### config.mk
export PLATFORM = sky130hd
export DESIGN_NAME = lsu
export DESIGN_NICKNAME = d
export VERILOG_FILES = /design/src/rtl/lsu_pkg.sv /design/src/rtl/lsu_extend.sv /design/src/rtl/lsu.sv
export SDC_FILE = /design/constraint.sdc
export NUM_CORES = 1
export LEC_CHECK = 0
export BUFFER_PORTS_ARGS = -buffer_cell sky130_fd_sc_hd__buf_2
export CAP_MARGIN = 40
export CELL_PAD_IN_SITES_DETAIL_PLACEMENT = 0
export CELL_PAD_IN_SITES_GLOBAL_PLACEMENT = 1
export CORE_AREA = 5 5 171 107
export CTS_BUF_LIST = sky130_fd_sc_hd__clkbuf_4 sky130_fd_sc_hd__clkbuf_8 sky130_fd_sc_hd__clkbuf_16
export DETAILED_ROUTE_END_ITERATION = 8
export DIE_AREA = 0 0 176 112
export PLACE_DENSITY_LB_ADDON = 0.1
export SYNTH_ARGS = -nofsm -noshare
export SYNTH_HDL_FRONTEND = slang
export SYNTH_SLANG_ARGS = --single-unit
### constraint.sdc
create_clock -name clk -period 1.98 [get_ports clk]
set_clock_uncertainty 0.2 [all_clocks]
set_input_delay 0.198 -clock clk [delete_from_list [all_inputs] [get_ports clk]]
set_output_delay 0.198 -clock clk [all_outputs]
set_load 0.005 [all_outputs]
### src/rtl/lsu_pkg.sv
// Shared LSU constants: bus widths, size codes, FSM encodings and the alignment helper.
// The optional misalignment trap is enabled by defining LSU_MISALIGN_TRAP_EN.
`ifndef DataBus
`define DataBus 31:0
`endif
`ifndef DataAddrBus
`define DataAddrBus 31:0
`endif

package lsu_pkg;

    localparam logic [1:0] SZ_BYTE = 2'b00;
    localparam logic [1:0] SZ_HALF = 2'b01;
    localparam logic [1:0] SZ_WORD = 2'b10;
    localparam logic [1:0] SZ_RSVD = 2'b11;

    localparam logic [2:0] S_IDLE   = 3'd0;
    localparam logic [2:0] S_LOAD   = 3'd1;
    localparam logic [2:0] S_STORE  = 3'd2;
    localparam logic [2:0] S_RMW_RD = 3'd3;
    localparam logic [2:0] S_RMW_WR = 3'd4;
    localparam logic [2:0] S_RESP   = 3'd5;

    function automatic logic misaligned(input logic [1:0] size, input logic [1:0] lsb);
        misaligned = ((size == SZ_HALF) && lsb[0]) || ((size == SZ_WORD) && (lsb != 2'b00));
    endfunction

endpackage

### src/rtl/lsu_extend.sv
// Load data extraction: byte/half taken from the MSB end of the RAM word (big-endian),
// zero- or sign-extended; words pass through unchanged.
module lsu_extend
    import lsu_pkg::*;
(
    input  logic [`DataBus] rdata,
    input  logic [1:0]      size,
    input  logic            is_unsigned,
    output logic [`DataBus] ext
);

    logic fill;

    always_comb begin
        fill = ~is_unsigned & rdata[31];
        ext  = rdata;
        case (size)
            SZ_BYTE: ext = {{24{fill}}, rdata[31:24]};
            SZ_HALF: ext = {{16{fill}}, rdata[31:16]};
            default: ext = rdata;
        endcase
    end

endmodule

### src/rtl/lsu.sv
// Load/store unit: one request at a time, sub-word stores via read-modify-write.
// Define LSU_MISALIGN_TRAP_EN to reject misaligned half/word accesses with resp_err.
`ifndef DataBus
`define DataBus 31:0
`endif
`ifndef DataAddrBus
`define DataAddrBus 31:0
`endif

module lsu
    import lsu_pkg::*;
#(
    parameter bit RESP_ERR_ON_RSVD = 1'b1
) (
    input  logic                clk,
    input  logic                rst,
    input  logic                req_valid,
    output logic                req_ready,
    input  logic                req_we,
    input  logic [1:0]          req_size,
    input  logic                req_unsigned,
    input  logic [`DataAddrBus] req_addr,
    input  logic [`DataBus]     req_wdata,
    output logic                resp_valid,
    output logic [`DataBus]     resp_rdata,
    output logic                resp_err,
    output logic                ram_we,
    output logic [`DataAddrBus] ram_waddr,
    output logic [`DataBus]     ram_wdata,
    output logic                ram_re,
    output logic [`DataAddrBus] ram_raddr,
    input  logic [`DataBus]     ram_rdata
);

    logic [2:0]          state;
    logic [`DataAddrBus] addr_q;
    logic [`DataBus]     wdata_q;
    logic [`DataBus]     merge_q;
    logic [`DataBus]     rdata_q;
    logic [1:0]          size_q;
    logic                uns_q;
    logic                err_q;

    logic                hs;
    logic [1:0]          eff_size;
    logic                rsvd_err;
    logic                align_err;
    logic [`DataBus]     ext_data;
    logic [`DataBus]     merged;

    assign req_ready = (state == S_IDLE) && !rst;
    assign hs        = req_valid && req_ready;

    // Reserved size either errors out or degrades to a plain word access.
    always_comb begin
        eff_size = req_size;
        rsvd_err = 1'b0;
        if (req_size == SZ_RSVD) begin
            if (RESP_ERR_ON_RSVD) rsvd_err = 1'b1;
            else                  eff_size = SZ_WORD;
        end
    end

`ifdef LSU_MISALIGN_TRAP_EN
    assign align_err = misaligned(eff_size, req_addr[1:0]);
`else
    assign align_err = 1'b0;
`endif

    always_comb begin
        merged = wdata_q;
        case (size_q)
            SZ_BYTE: merged = {wdata_q[7:0],  merge_q[23:0]};
            SZ_HALF: merged = {wdata_q[15:0], merge_q[15:0]};
            default: merged = wdata_q;
        endcase
    end

    lsu_extend u_extend (
        .rdata       (ram_rdata),
        .size        (size_q),
        .is_unsigned (uns_q),
        .ext         (ext_data)
    );

    assign ram_re     = !rst && ((state == S_LOAD) || (state == S_RMW_RD));
    assign ram_we     = !rst && ((state == S_STORE) || (state == S_RMW_WR));
    assign ram_raddr  = addr_q;
    assign ram_waddr  = addr_q;
    assign ram_wdata  = merged;
    assign resp_valid = (state == S_RESP);
    assign resp_rdata = rdata_q;
    assign resp_err   = err_q;

    always_ff @(posedge clk) begin
        if (rst) begin
            state   <= S_IDLE;
            addr_q  <= '0;
            wdata_q <= '0;
            merge_q <= '0;
            rdata_q <= '0;
            size_q  <= SZ_BYTE;
            uns_q   <= 1'b0;
            err_q   <= 1'b0;
        end else begin
            case (state)
                S_IDLE: begin
                    if (hs) begin
                        addr_q  <= req_addr;
                        wdata_q <= req_wdata;
                        size_q  <= eff_size;
                        uns_q   <= req_unsigned;
                        rdata_q <= '0;
                        err_q   <= rsvd_err | align_err;
                        if (rsvd_err | align_err)  state <= S_RESP;
                        else if (!req_we)          state <= S_LOAD;
                        else if (eff_size == SZ_WORD) state <= S_STORE;
                        else                       state <= S_RMW_RD;
                    end
                end
                S_LOAD: begin
                    rdata_q <= ext_data;
                    state   <= S_RESP;
                end
                S_STORE:  state <= S_RESP;
                S_RMW_RD: begin
                    merge_q <= ram_rdata;
                    state   <= S_RMW_WR;
                end
                S_RMW_WR: state <= S_RESP;
                S_RESP:   state <= S_IDLE;
                default:  state <= S_IDLE;
            endcase
        end
    end

endmodule

Yosys cells after proc, flatten, opt, wreduce, memory -nomap -nowiden --
Index checks and enable logic that the tools add are counted.
Storage, ports and cells: output and inout bits 133, bits of input ports 103, register bits after elaboration 127
Cells by class: reductions and logical operators 13, bitwise gates (word level) 2, eq/ne operators 9, multiplexer cells 10
Operator list (count):
- 32-bit case mux with 2 select lines | 3
- 32-bit two-way mux | 1
- 3-bit case mux with 3 select lines | 1
- 3-bit by 2-bit == test with 1-bit output, second input constant | 2
- 3-bit == test, second input constant | 2
- 3-bit two-way mux | 2
- 2-bit == test, second input constant | 2
- 1-bit logical AND | 4
- 2-bit AND reduction | 2
- 3-bit by 1-bit == test with 1-bit output, second input constant | 1
- 3-bit zero test | 1
- 3-bit OR reduction | 1
- 2-bit by 1-bit == test with 1-bit output, second input constant | 1
- 2-bit zero test | 1
- 1-bit logical OR | 2
- 1-bit two-way mux | 2
- 2-bit two-way mux | 1
- 2-bit inequality test, second input constant | 1
- 2-bit nonzero test | 1
- 1-bit AND | 1
- 1-bit zero test | 1
- 1-bit inverter | 1

Logic depth before layout (Yosys ltp) --
Gate-level depths: netlist of the first run.
word-level depth 6, depth in mapped cells 6, mapped depth without buffers 3

Cells and area by module --
A second synthesis of the first run with hierarchy kept.
Second synthesis, totals: cells, all modules 597, area, all modules 5916.9 µm²
By module, submodules not included:
- lsu | times used 1, area an instance 5403.9 µm², seq. area each 2542.4 µm², cells an instance 527
- lsu_extend | times used 1, area an instance 513.0 µm², seq. area each 0.0 µm², cells an instance 70

Worst setup path after synthesis of the first run --
No wires, ideal clock.
path type register to output, start register size_q[1], end output ram_wdata[10], path slack 273 ps, cell stages (with the launch flop) 5, arrival time 1309 ps, required time 1582 ps, cells stage by stage dfxtp_1 > buf_2 > clkbuf_1 > buf_2 > mux2_2
Between the ends: cells in the longest elaborated chain, start to end 2, elaborated cells between the ends (all ways) 3
Ends and longest elaborated chain:
- start, declared | RTL line lsu.sv:40 | logic [1:0] size_q;
- start signal, assigned | RTL line lsu.sv:111 | size_q <= eff_size;
- 2-bit by 1-bit == test with 1-bit output or 2-bit zero test (tied branches) | RTL line lsu.sv:72 | case (size_q)
- 32-bit case mux with 2 select lines (*) | RTL line lsu.sv:72
- end, declared | RTL line lsu.sv:29 | output logic [`DataBus] ram_wdata,
Every way passes the cells marked *; elsewhere a longest branch is shown, timed or not.

Worst setup path in the final report of the first run --
start register size_q[1], end output ram_wdata[5]
The elaborated chain is that of the path after synthesis.

==> reports/qor.yml, run 1 <==
status: "complete, no violations"
yosys-top-cells-count: "dfxtp_1 (127), nand2_1 (84), nor2b_1 (83)"
synth_seq_cells: 127
grt_pass1_wl_mm: 30.1
rsz0062_at_grt: "true"
initial_core_util_pct: 35.2
cts.sinks: 127
dp_hpwl_mm: 13.2
fillerInstances: 1522
ys_seq_area_share_pct: 43.4
portBuffers: 235
cts_buffers: 17
required_ns: 1.58
power_density_nw_per_um2: 857
avgSynthCellArea_um2: 9.69
hold_ws_ns: 0.0465
gr-total-overflow: 0
synth_area_um2: 5860
synth_top_area_share_pct: 43.4
clk_latency_ns: 0.41
first_pass_iters: 4
critPathMaxFanout: 19
dp_cells: 991
ys_types: 35
cts_tree: "done"
grt_pass1_vias: 5645
hold_viol: 0
synth_area_leader_cell: "dfxtp_1"
synth_edf_count: 0
worst_ir_drop_vdd_v: 0.000485
worstSetupPathType: "reg -> out"
syn_to_final_growth_pct: 50.1
htree_levels: 4
crit_arrival_ns: 1.53
die_y_um: 112
tightest_slew_ns: 0.514
setup_ws_ns: 0.0507
yosysMostFrequentCell: "dfxtp_1"
drt-total-wl_mm: 19.2
coreArea_um2: 16700
holdPathStages: 4
maxSlewViolCount: 0
drc: 0
globalplace.congestion: 0.771
grt_max_degree: 50
max_freq_ghz: 0.518
drt_iter0_drc: 211
drive_gt1_share_pct: 40.7
avgRoutedWirePerCell_um: 16.9
netlist_instances: 605
yosys_warnings: 0
die-area_um2: 19700
vias_per_cell: 4.68
fin_crit_ns: 1.93
io_pins: 236
ant_nets: 0
antenna_found_initial: 0
start_kind: "flop"
fp.dieW_um: 176
synth_ff_type: "dfxtp_1"
cp-end-kind: "output pin"
multi_input_area_um2: 2870
fin_crit_sh_pct: 97.4
seq_area_um2: 2550
final_cells: 1131
slew_headroom_pct: 65.7
num_vias: 5293
rows: 37
min_path_type: "in -> reg"
cap_violations: 0
syn_nets: 708
pre_cts_ws_ns: 0.267
diodes: 0
synth_area_leaders: "dfxtp_1 (43%), mux2_2 (14%), nor2b_1 (8.9%)"
setup_viol: 0
path_clk_slew_ns: 0.06
fin_nets: 1008
grt_use_total_pct: 19.2
synthArstFlopShare_pct: 0
ctsRootBufferMaster: "clkbuf_16"
p_leak_nw: 4.04
clock_path_buffers: 2
reg2regPathDepth: 4
==> stage by stage <==
step	total power [mW]	TNS (ns)	instance area, um2	util [%]
floorplan	3.58	0	5860	-
global placement	4.01	0	7030	42.2
detailed placement	4.03	0	7030	42.2
CTS	7.60	-0.00131	8740	52.5
global route	7.89	-0.000416	8800	52.8
finish	7.54	0	8800	52.8
==> logic make-up (layout without fill, tap and decap cells) <==
| logic type | count (synthesis) | in the layout | share of synthesized area (%) |
|---|---|---|---|
| xor+xnor | 1 | 1 | 0.149 |
| mux | 108 | 108 | 20.2 |
| buf+inv | 80 | 392 | 8.07 |
| simple gates | 194 | 194 | 17.7 |
| flops | 127 | 127 | 43.4 |
| compound gates | 95 | 95 | 10.5 |
==> routing by layer <==
metal	up-vias	track usage [%]	share of wire, %
met4	0	4.98	1.2
met1	2494	26.3	48
met3	19	4.48	5.9
li1	2619	-	-
met2	161	30.6	45
met5	-	0	0
==> cells in the final DEF (no fill, tap or decap), drive strengths merged, types with 7 or more instances in the layout <==
master / netlist / final
buf: 60 / 255
clkbuf: 19 / 19
dlygate4sd3: 0 / 103
a32o: 7 / 7
nand2b: 10 / 10
mux2i: 25 / 25
nor2b: 83 / 83
dfxtp: 127 / 127
nand2: 85 / 85
mux2: 83 / 83
a21oi: 34 / 34
a22o: 9 / 9
o21ai: 28 / 28
o2bb2ai: 15 / 15
==> path summary, 6_finish.rpt <==
check                              startpoint        endpoint  slack, ns
worst max-delay path                size_q[1]    ram_wdata[5]       0.05
worst min-delay path            ram_rdata[31]  resp_rdata[31]       0.05
worst max register to register      size_q[0]   resp_rdata[9]       0.24
worst min register to register     merge_q[1]      merge_q[1]       0.25
==> where the power goes <==
| part | total (mW) | switching (mW) | internal, mW |
|---|---|---|---|
| clock network | 3.36 | 1.22 | 2.14 |
| logic | 1.29 | 0.565 | 0.726 |
| registers | 2.89 | 0.141 | 2.75 |
| total | 7.54 | 1.93 | 5.62 |
==> critical path, stage by stage (launching register included) <==
cell and delay, ns:
dfxtp_4 0.42, buf_12 0.17, mux2_2 0.38, buf_2 0.14
==> layout make-up <==
type | instances | area share (%)
multi-input cells | 398 | 32.6
flip-flops and latches | 127 | 29.0
repair buffers | 360 | 28.2
clock buffers | 18 | 4.99
well taps | 214 | 3.04
clock inverters | 13 | 2.13
inverters | 1 | 0.0427
==> what timing repair did <==
action	CTS	global route
pin swaps	0	0
hold endpoints to repair	127	0
hold buffers	103	0
resized for setup	4	5
endpoints found under the setup margin	24	21
gates cloned	1	1
buffers inserted	2	2
==> state kept, by name, indices dropped and copies added, names as in the netlist <==
register,count
ram_raddr,32
resp_rdata,32
wdata_q,32
merge_q,24
state,3
size_q,2
resp_err,1
uns_q,1
Note: power is estimated with default switching activity, not from simulation.
==> run 2: changes to the inputs <==
- ABC_AREA: default -> 1
- CORE_AREA: 5 5 171 107 -> 5 5 175 110
- DIE_AREA: 0 0 176 112 -> 0 0 180 115
- GPL_ROUTABILITY_DRIVEN: default -> 0
- SETUP_SLACK_MARGIN: default -> 0.4
==> run 2 against run 1 <==
  * Total power grew 19%
  * Worst setup slack gained 0.12 ns
  * Largest cell class is now non-clock buffers
  * Combinational power grew 72%
  * Highest routed layer unchanged
==> reports/qor.yml, run 2 <==
status: "complete, no violations"  # unchanged
coreArea_um2: 17500  # was 16700 um2
ant_nets: 0  # unchanged
cts.sinks: 127  # unchanged
rrSetupSlack_ns: 0.41  # was 0.24 ns
synth_area_leader_cell: "dfxtp_1"  # unchanged
antenna_found_initial: 0  # unchanged
worst_ir_drop_vdd_v: 0.000572  # was 0.000485 V
slew_headroom_pct: 71.9  # was 65.7%
drt-total-wl_mm: 23.7  # was 19.2 mm
synth_edf_count: 0  # unchanged
avgSynthCellArea_um2: 7.07  # was 9.69 um2
critical-path-max-stage-delay_ns: 0.40  # was 0.42 ns
reg2regPathDepth: 7  # was 4
syn_nets: 903  # was 708
pre_cts_ws_ns: 0.396  # was 0.267 ns
num_vias: 6461  # was 5293
grt.met2_usage_pct: 31.4  # was 30.6%
path_buf_inv: 2  # unchanged
regToRegEndpoint: "resp_rdata[18]"  # was resp_rdata[9]
grt_busiest_layer: "met2"  # unchanged
post-route-util_pct: 52.2  # was 52.8%
setup_ws_ns: 0.171  # was 0.0507 ns
die-area_um2: 20700  # was 19700 um2
yosys.area_share.simple_pct: 36.2  # was 17.7%
ctsRootBufferMaster: "clkbuf_16"  # unchanged
final_cell_area_um2: 9150  # was 8800 um2
synth_ff_type: "dfxtp_1"  # unchanged
first_pass_iters: 5  # was 4
required_ns: 1.58  # about the same
synth_area_leaders: "dfxtp_1 (45%), nand2_1 (18%), nand3_1 (13%)"  # was dfxtp_1 (43%), mux2_2 (14%), nor2b_1 (8.9%)
layout_common_cells: "nand2_1 (266), buf_2 (234), nand3_1 (146)"  # was buf_2 (234), dfxtp_1 (124), dlygate4sd3_1 (103)
fin_nets: 1211  # was 1008
crit_arrival_ns: 1.41  # was 1.53 ns
synth_compound_area_share_pct: 8.12  # was 10.5%
min_path_type: "in -> reg"  # unchanged
yosys_warnings: 0  # unchanged
worstSetupPathType: "reg -> out"  # unchanged
diodes: 0  # unchanged
min_to: "resp_rdata[0]"  # was resp_rdata[31]
cp_slowest_cell: "dfxtp_4"  # unchanged
path_clk_slew_ns: 0.06  # about the same
die_y_um: 115  # was 112 um
fillerInstances: 1741  # was 1522
gr-total-overflow: 0  # unchanged
rows: 38  # was 37
multi_input_area_um2: 2620  # was 2870 um2
synth_adder_area_share_pct: 0  # unchanged
maxSlewViolCount: 0  # unchanged
grt_pass1_wl_mm: 34.3  # was 30.1 mm
critPathMaxFanout: 13  # was 19
portBuffers: 235  # unchanged
synth_top_area_share_pct: 45.0  # was 43.4%
fin_crit_sh_pct: 91.4  # was 97.4%
clock_path_buffers: 2  # unchanged
critical_path.cell_chain: "nor2_4, buf_12, a22oi_1, nand2_1, buf_2"  # was buf_12, mux2_2, buf_2
hold_viol: 0  # unchanged
avgRoutedWirePerCell_um: 17.4  # was 16.9 um
hold_ws_ns: 0.0178  # was 0.0465 ns
grt_max_degree: 75  # was 50
muxShareOfSynthArea_pct: 0  # was 20.2%
synth_seq_cells: 127  # unchanged
synth_top_family_by_area: "simple AND/OR/NAND/NOR gates"  # was multiplexers
ys_types: 24  # was 35
dp_hpwl_mm: 14.3  # was 13.2 mm
setup_viol: 0  # unchanged
drc: 0  # unchanged
yosysMostFrequentCell: "nand2_1"  # was dfxtp_1
synthArstFlopShare_pct: 0  # unchanged
grt_use_met3_pct: 5.82  # was 4.48%
cts_buffers: 17  # unchanged
layout_commonest_cell: "nand2_1"  # was buf_2
start_kind: "flop"  # unchanged
p_leak_nw: 4.55  # was 4.04 nW
drive_gt1_share_pct: 31.9  # was 40.7%
clk_latency_ns: 0.42  # was 0.41 ns
met1_usage_pct: 28.8  # was 26.3%
syn_to_final_growth_pct: 61.9  # was 50.1%
yosys-top-cells-count: "nand2_1 (271), nand3_1 (149), dfxtp_1 (127)"  # was dfxtp_1 (127), nand2_1 (84), nor2b_1 (83)
rsz0062_at_grt: "true"  # unchanged
cap_violations: 0  # unchanged
vias_per_cell: 4.75  # was 4.68
ys_seq_area_share_pct: 45.0  # was 43.4%
seq_area_um2: 2560  # was 2550 um2
synth-xor-area-share_pct: 0  # was 0.149%
fp.dieW_um: 180  # was 176 um
drt_iter0_drc: 456  # was 211
max_freq_ghz: 0.553  # was 0.518 GHz
grt_use_total_pct: 20.5  # was 19.2%
netlist_instances: 800  # was 605
hp-start: "ram_rdata[24]"  # was ram_rdata[31]
io_pins: 236  # unchanged
initial_core_util_pct: 32.2  # was 35.2%
synth_area_um2: 5650  # was 5860 um2
tightest_slew_ns: 0.421  # was 0.514 ns
r2r_start: "state[0]"  # was size_q[0]
place_area_um2: 6800  # was 7030 um2
tns_ns: 0  # unchanged
grt_pass1_vias: 6319  # was 5645
cp-end-kind: "output pin"  # unchanged
cts_tree: "done"  # unchanged
htree_levels: 4  # unchanged
power_density_nw_per_um2: 982  # was 857 nW/um2
fin_crit_ns: 1.81  # was 1.93 ns
cp_top_family: "flip-flops"  # unchanged
holdPathStages: 5  # was 4
-- run 2: cell count changes after synthesis, moves of 10 or more --
| cell | before | now |
|---|---|---|
| a22oi_1 | 0 | 15 |
| buf_2 | 21 | 31 |
| inv_1 | 1 | 13 |
| mux2_1 | 10 | 0 |
| mux2_2 | 73 | 0 |
| mux2i_1 | 25 | 0 |
| nand2_1 | 84 | 271 |
| nand2b_1 | 10 | 0 |
| nand3_1 | 1 | 149 |
| nor2_1 | 4 | 44 |
| nor2b_1 | 83 | 0 |
| o2bb2ai_1 | 15 | 0 |
-- run 2: layer usage --
metal / vias to the layer above / part of all wire, %
met5: - / 0
met4: 0 / 0.89
met3: 16 / 7.3
met2: 239 / 45
met1: 3000 / 47
li1: 3206 / -
-- run 2: cell families after synthesis --
group                  after synthesis
AO/OA/AOI/OAI                       84
buffers and inverters              110
flip-flops                         127
AND/OR/NAND/NOR                    479
-- run 2: final cells by class --
cell class | count | share of cell area (%)
Timing Repair Buffer | 380 | 31.7
Multi-Input combinational cell | 563 | 28.7
Sequential cell | 127 | 28.0
Clock buffer | 19 | 4.88
Tap cell | 240 | 3.28
Clock inverter | 13 | 2.57
Inverter | 19 | 0.998
-- run 2: how the worst max path moves through the flow --
stage               startpoint             end  slack [ns]  depth (start not counted)
global placement      state[0]  resp_rdata[24]        0.41                          5
floorplan            size_q[0]   ram_wdata[27]        0.50                          5
detailed placement    state[0]        resp_err        0.40                          6
global route         size_q[1]   ram_wdata[24]        0.11                          5
CTS                  size_q[1]   ram_wdata[16]        0.16                          5
finish               size_q[1]   ram_wdata[19]        0.17                          5
-- run 2: what timing repair did --
item | 4_1_cts | 5_1_grt
endpoints found under the hold margin | 113 | 0
resized for setup | 24 | 43
setup endpoints to repair | 41 | 146
setup buffers | 7 | 5
cloned | 1 | 14
pin swaps | 4 | 7
hold buffers | 101 | 0
-- run 2: report_power, final --
part	total, mW	switching [mW]	internal [mW]	leakage [nW]
clock	3.66	1.25	2.42	0.327
combinational	2.22	1.17	1.05	3.18
sequential	3.10	0.244	2.85	1.04
total	8.99	2.66	6.33	4.55
-- run 2: worst min-delay path, stage by stage --
cell	delay, ns
buf_2	0.13
nand2_1	0.06
nand3_1	0.07
nand2_1	0.07
a21oi_1	0.06
-- run 2: metrics by stage --
step / std cells / power [mW]
6_report: 1361 / 8.99
5_1_grt: 1361 / 9.42
4_1_cts: 1342 / 8.70
3_5_place_dp: 1201 / 4.75
3_3_place_gp: 1201 / 4.76
2_1_floorplan: 800 / 4.08
==> run 3: changes to the inputs <==
- ABC_AREA: 1 -> 0
- CORE_AREA: 5 5 175 110 -> 5 5 171 107
- DIE_AREA: 0 0 180 115 -> 0 0 176 112
==> run 3 against run 2 <==
  * Maximum frequency shrank 3.8%
  * Clock power shrank 18%
  * Worst hold slack improved by 0.0020 ns
  * Routed wire length down 8.1%
  * Combinational power fell by 14%
  * Count of clock-buffer cells in the layout is 1 lower
  * Worst setup slack got worse by 0.072 ns
  * First-iteration DRC count down 43%
  * Via count is 11% lower
  * Utilization rose by 11 points
  * Register-to-register slack worse by 0.31 ns
  * Sequential power fell by 6%
  * Largest cell class is now multi-input gates
==> reports/qor.yml, run 3 (synthesis gave the netlist of run 1 again) <==
status: "complete, no violations"  # unchanged
max_freq_ghz: 0.532  # was 0.553 GHz
hold_viol: 0  # unchanged
path_clk_slew_ns: 0.06  # about the same
die-area_um2: 19700  # was 20700 um2
die_y_um: 112  # was 115 um
cap_violations: 0  # unchanged
avgRoutedWirePerCell_um: 18.3  # was 17.4 um
setup_ws_ns: 0.0991  # was 0.171 ns
pre_cts_ws_ns: 0.243  # was 0.396 ns
syn_to_final_growth_pct: 80.5  # was 61.9%
maxSlewViolCount: 0  # unchanged
crit_arrival_ns: 2.00  # was 1.41 ns
grt_use_total_pct: 21.1  # was 20.5%
antenna_found_initial: 1  # was 0
cts_buffers: 17  # unchanged
cp_slowest_cell: "nor4_4"  # was dfxtp_4
p_leak_nw: 4.83  # was 4.55 nW
clk_latency_ns: 0.43  # was 0.42 ns
power_density_nw_per_um2: 739  # was 982 nW/um2
diodes: 0  # unchanged
initial_core_util_pct: 35.2  # was 32.2%
ctsRootBufferMaster: "clkbuf_16"  # unchanged
grt_max_degree: 63  # was 75
worst_ir_drop_vdd_v: 0.000409  # was 0.000572 V
slew_headroom_pct: 51.6  # was 71.9%
coreArea_um2: 16700  # was 17500 um2
worstSetupPathType: "reg -> reg"  # was reg -> out
fin_crit_sh_pct: 95.0  # was 91.4%
cp-end-kind: "flop"  # was output pin
fp.dieW_um: 176  # was 180 um
tightest_slew_ns: 0.725  # was 0.421 ns
layout_common_cells: "buf_2 (217), dfxtp_1 (121), dlygate4sd3_1 (102)"  # was nand2_1 (266), buf_2 (234), nand3_1 (146)
cts.sinks: 127  # unchanged
vias_per_cell: 4.82  # was 4.75
cts_tree: "done"  # unchanged
drt-total-wl_mm: 21.8  # was 23.7 mm
drc: 0  # unchanged
hp-start: "rst"  # was ram_rdata[24]
htree_levels: 4  # unchanged
gr-total-overflow: 0  # unchanged
rows: 37  # was 38
critPathMaxFanout: 8  # was 13
critical_path.cell_chain: "nor4_4, nand2_4, buf_12, buf_16, mux2_4"  # was nor2_4, buf_12, a22oi_1, nand2_1, buf_2
tns_ns: 0  # unchanged
portBuffers: 235  # unchanged
setup_viol: 0  # unchanged
first_pass_iters: 6  # was 5
place_area_um2: 7050  # was 6800 um2
layout_commonest_cell: "buf_2"  # was nand2_1
post-route-util_pct: 63.5  # was 52.2%
min_path_type: "in -> reg"  # unchanged
fin_crit_ns: 1.88  # was 1.81 ns
drt_iter0_drc: 260  # was 456
drive_gt1_share_pct: 55.3  # was 31.9%
crit_start: "state[0]"  # was size_q[1]
num_vias: 5729  # was 6461
critical-path-max-stage-delay_ns: 0.36  # was 0.40 ns
final_cell_area_um2: 10600  # was 9150 um2
start_kind: "flop"  # unchanged
clock_path_buffers: 2  # unchanged
io_pins: 236  # unchanged
grt_pass1_wl_mm: 32.4  # was 34.3 mm
required_ns: 2.10  # was 1.58 ns
dp_hpwl_mm: 13.3  # was 14.3 mm
ant_nets: 0  # unchanged
rsz0062_at_grt: "true"  # unchanged
grt_pass1_vias: 5897  # was 6319
fin_nets: 1065  # was 1211
r2r_start: "state[0]"  # unchanged
run 3: per-layer routing:
metal / share of wire (%) / wire length (um) / track usage (%)
met5: 0.032 / 7 / 0
met2: 45 / 9720 / 32.4
met1: 47 / 10300 / 28.9
met4: 1.1 / 232 / 5.71
met3: 7.0 / 1540 / 6.14
run 3: worst max-delay path: cells and delay by family (launching register included):
| family | cells | cell delay (ns) |
|---|---|---|
| multiplexers | 1 | 0.29 |
| buffers and inverters | 2 | 0.33 |
| AND/OR/NAND/NOR | 2 | 0.60 |
| flip-flops | 1 | 0.35 |
run 3: final timing paths:
check        slack [ns]  cells past startpoint           to
max reg2reg         0.1                      5  wdata_q[20]
min                0.02                      3  merge_q[16]
min reg2reg        0.26                      2  merge_q[14]
max                 0.1                      5  wdata_q[20]
run 3: what timing repair did:
item | 4_1_cts | 5_1_grt
gates resized for setup | 138 | 125
buffers inserted | 33 | 6
pin swaps | 36 | 33
setup endpoints to repair | 125 | 162
gates cloned | 16 | 5
endpoints found under the hold margin | 126 | 0
hold buffers | 102 | 0
run 3: cell type report:
| cell class | instances | area, um2 |
|---|---|---|
| Clock buffer | 18 | 439 |
| Clock inverter | 14 | 120 |
| Fill cell | 1354 | 6090 |
| Inverter | 1 | 3.75 |
| Multi-Input combinational cell | 400 | 3600 |
| Sequential cell | 127 | 2560 |
| Tap cell | 214 | 268 |
| Timing Repair Buffer | 415 | 3590 |
run 3: power by group:
group | internal (mW) | switching (mW)
Combinational | 1.13 | 0.783
Clock | 1.75 | 1.24
Sequential | 2.75 | 0.168
run 3: metrics by stage:
step,hold slack [ns],cells,power (mW)
final,0.0199,1189,7.82
after global routing,0.0128,1189,8.16
after CTS,0.00105,1178,7.67
after detailed placement,0.209,995,4.04
after global placement,0.204,995,4.01
after floorplan,0.112,605,3.59
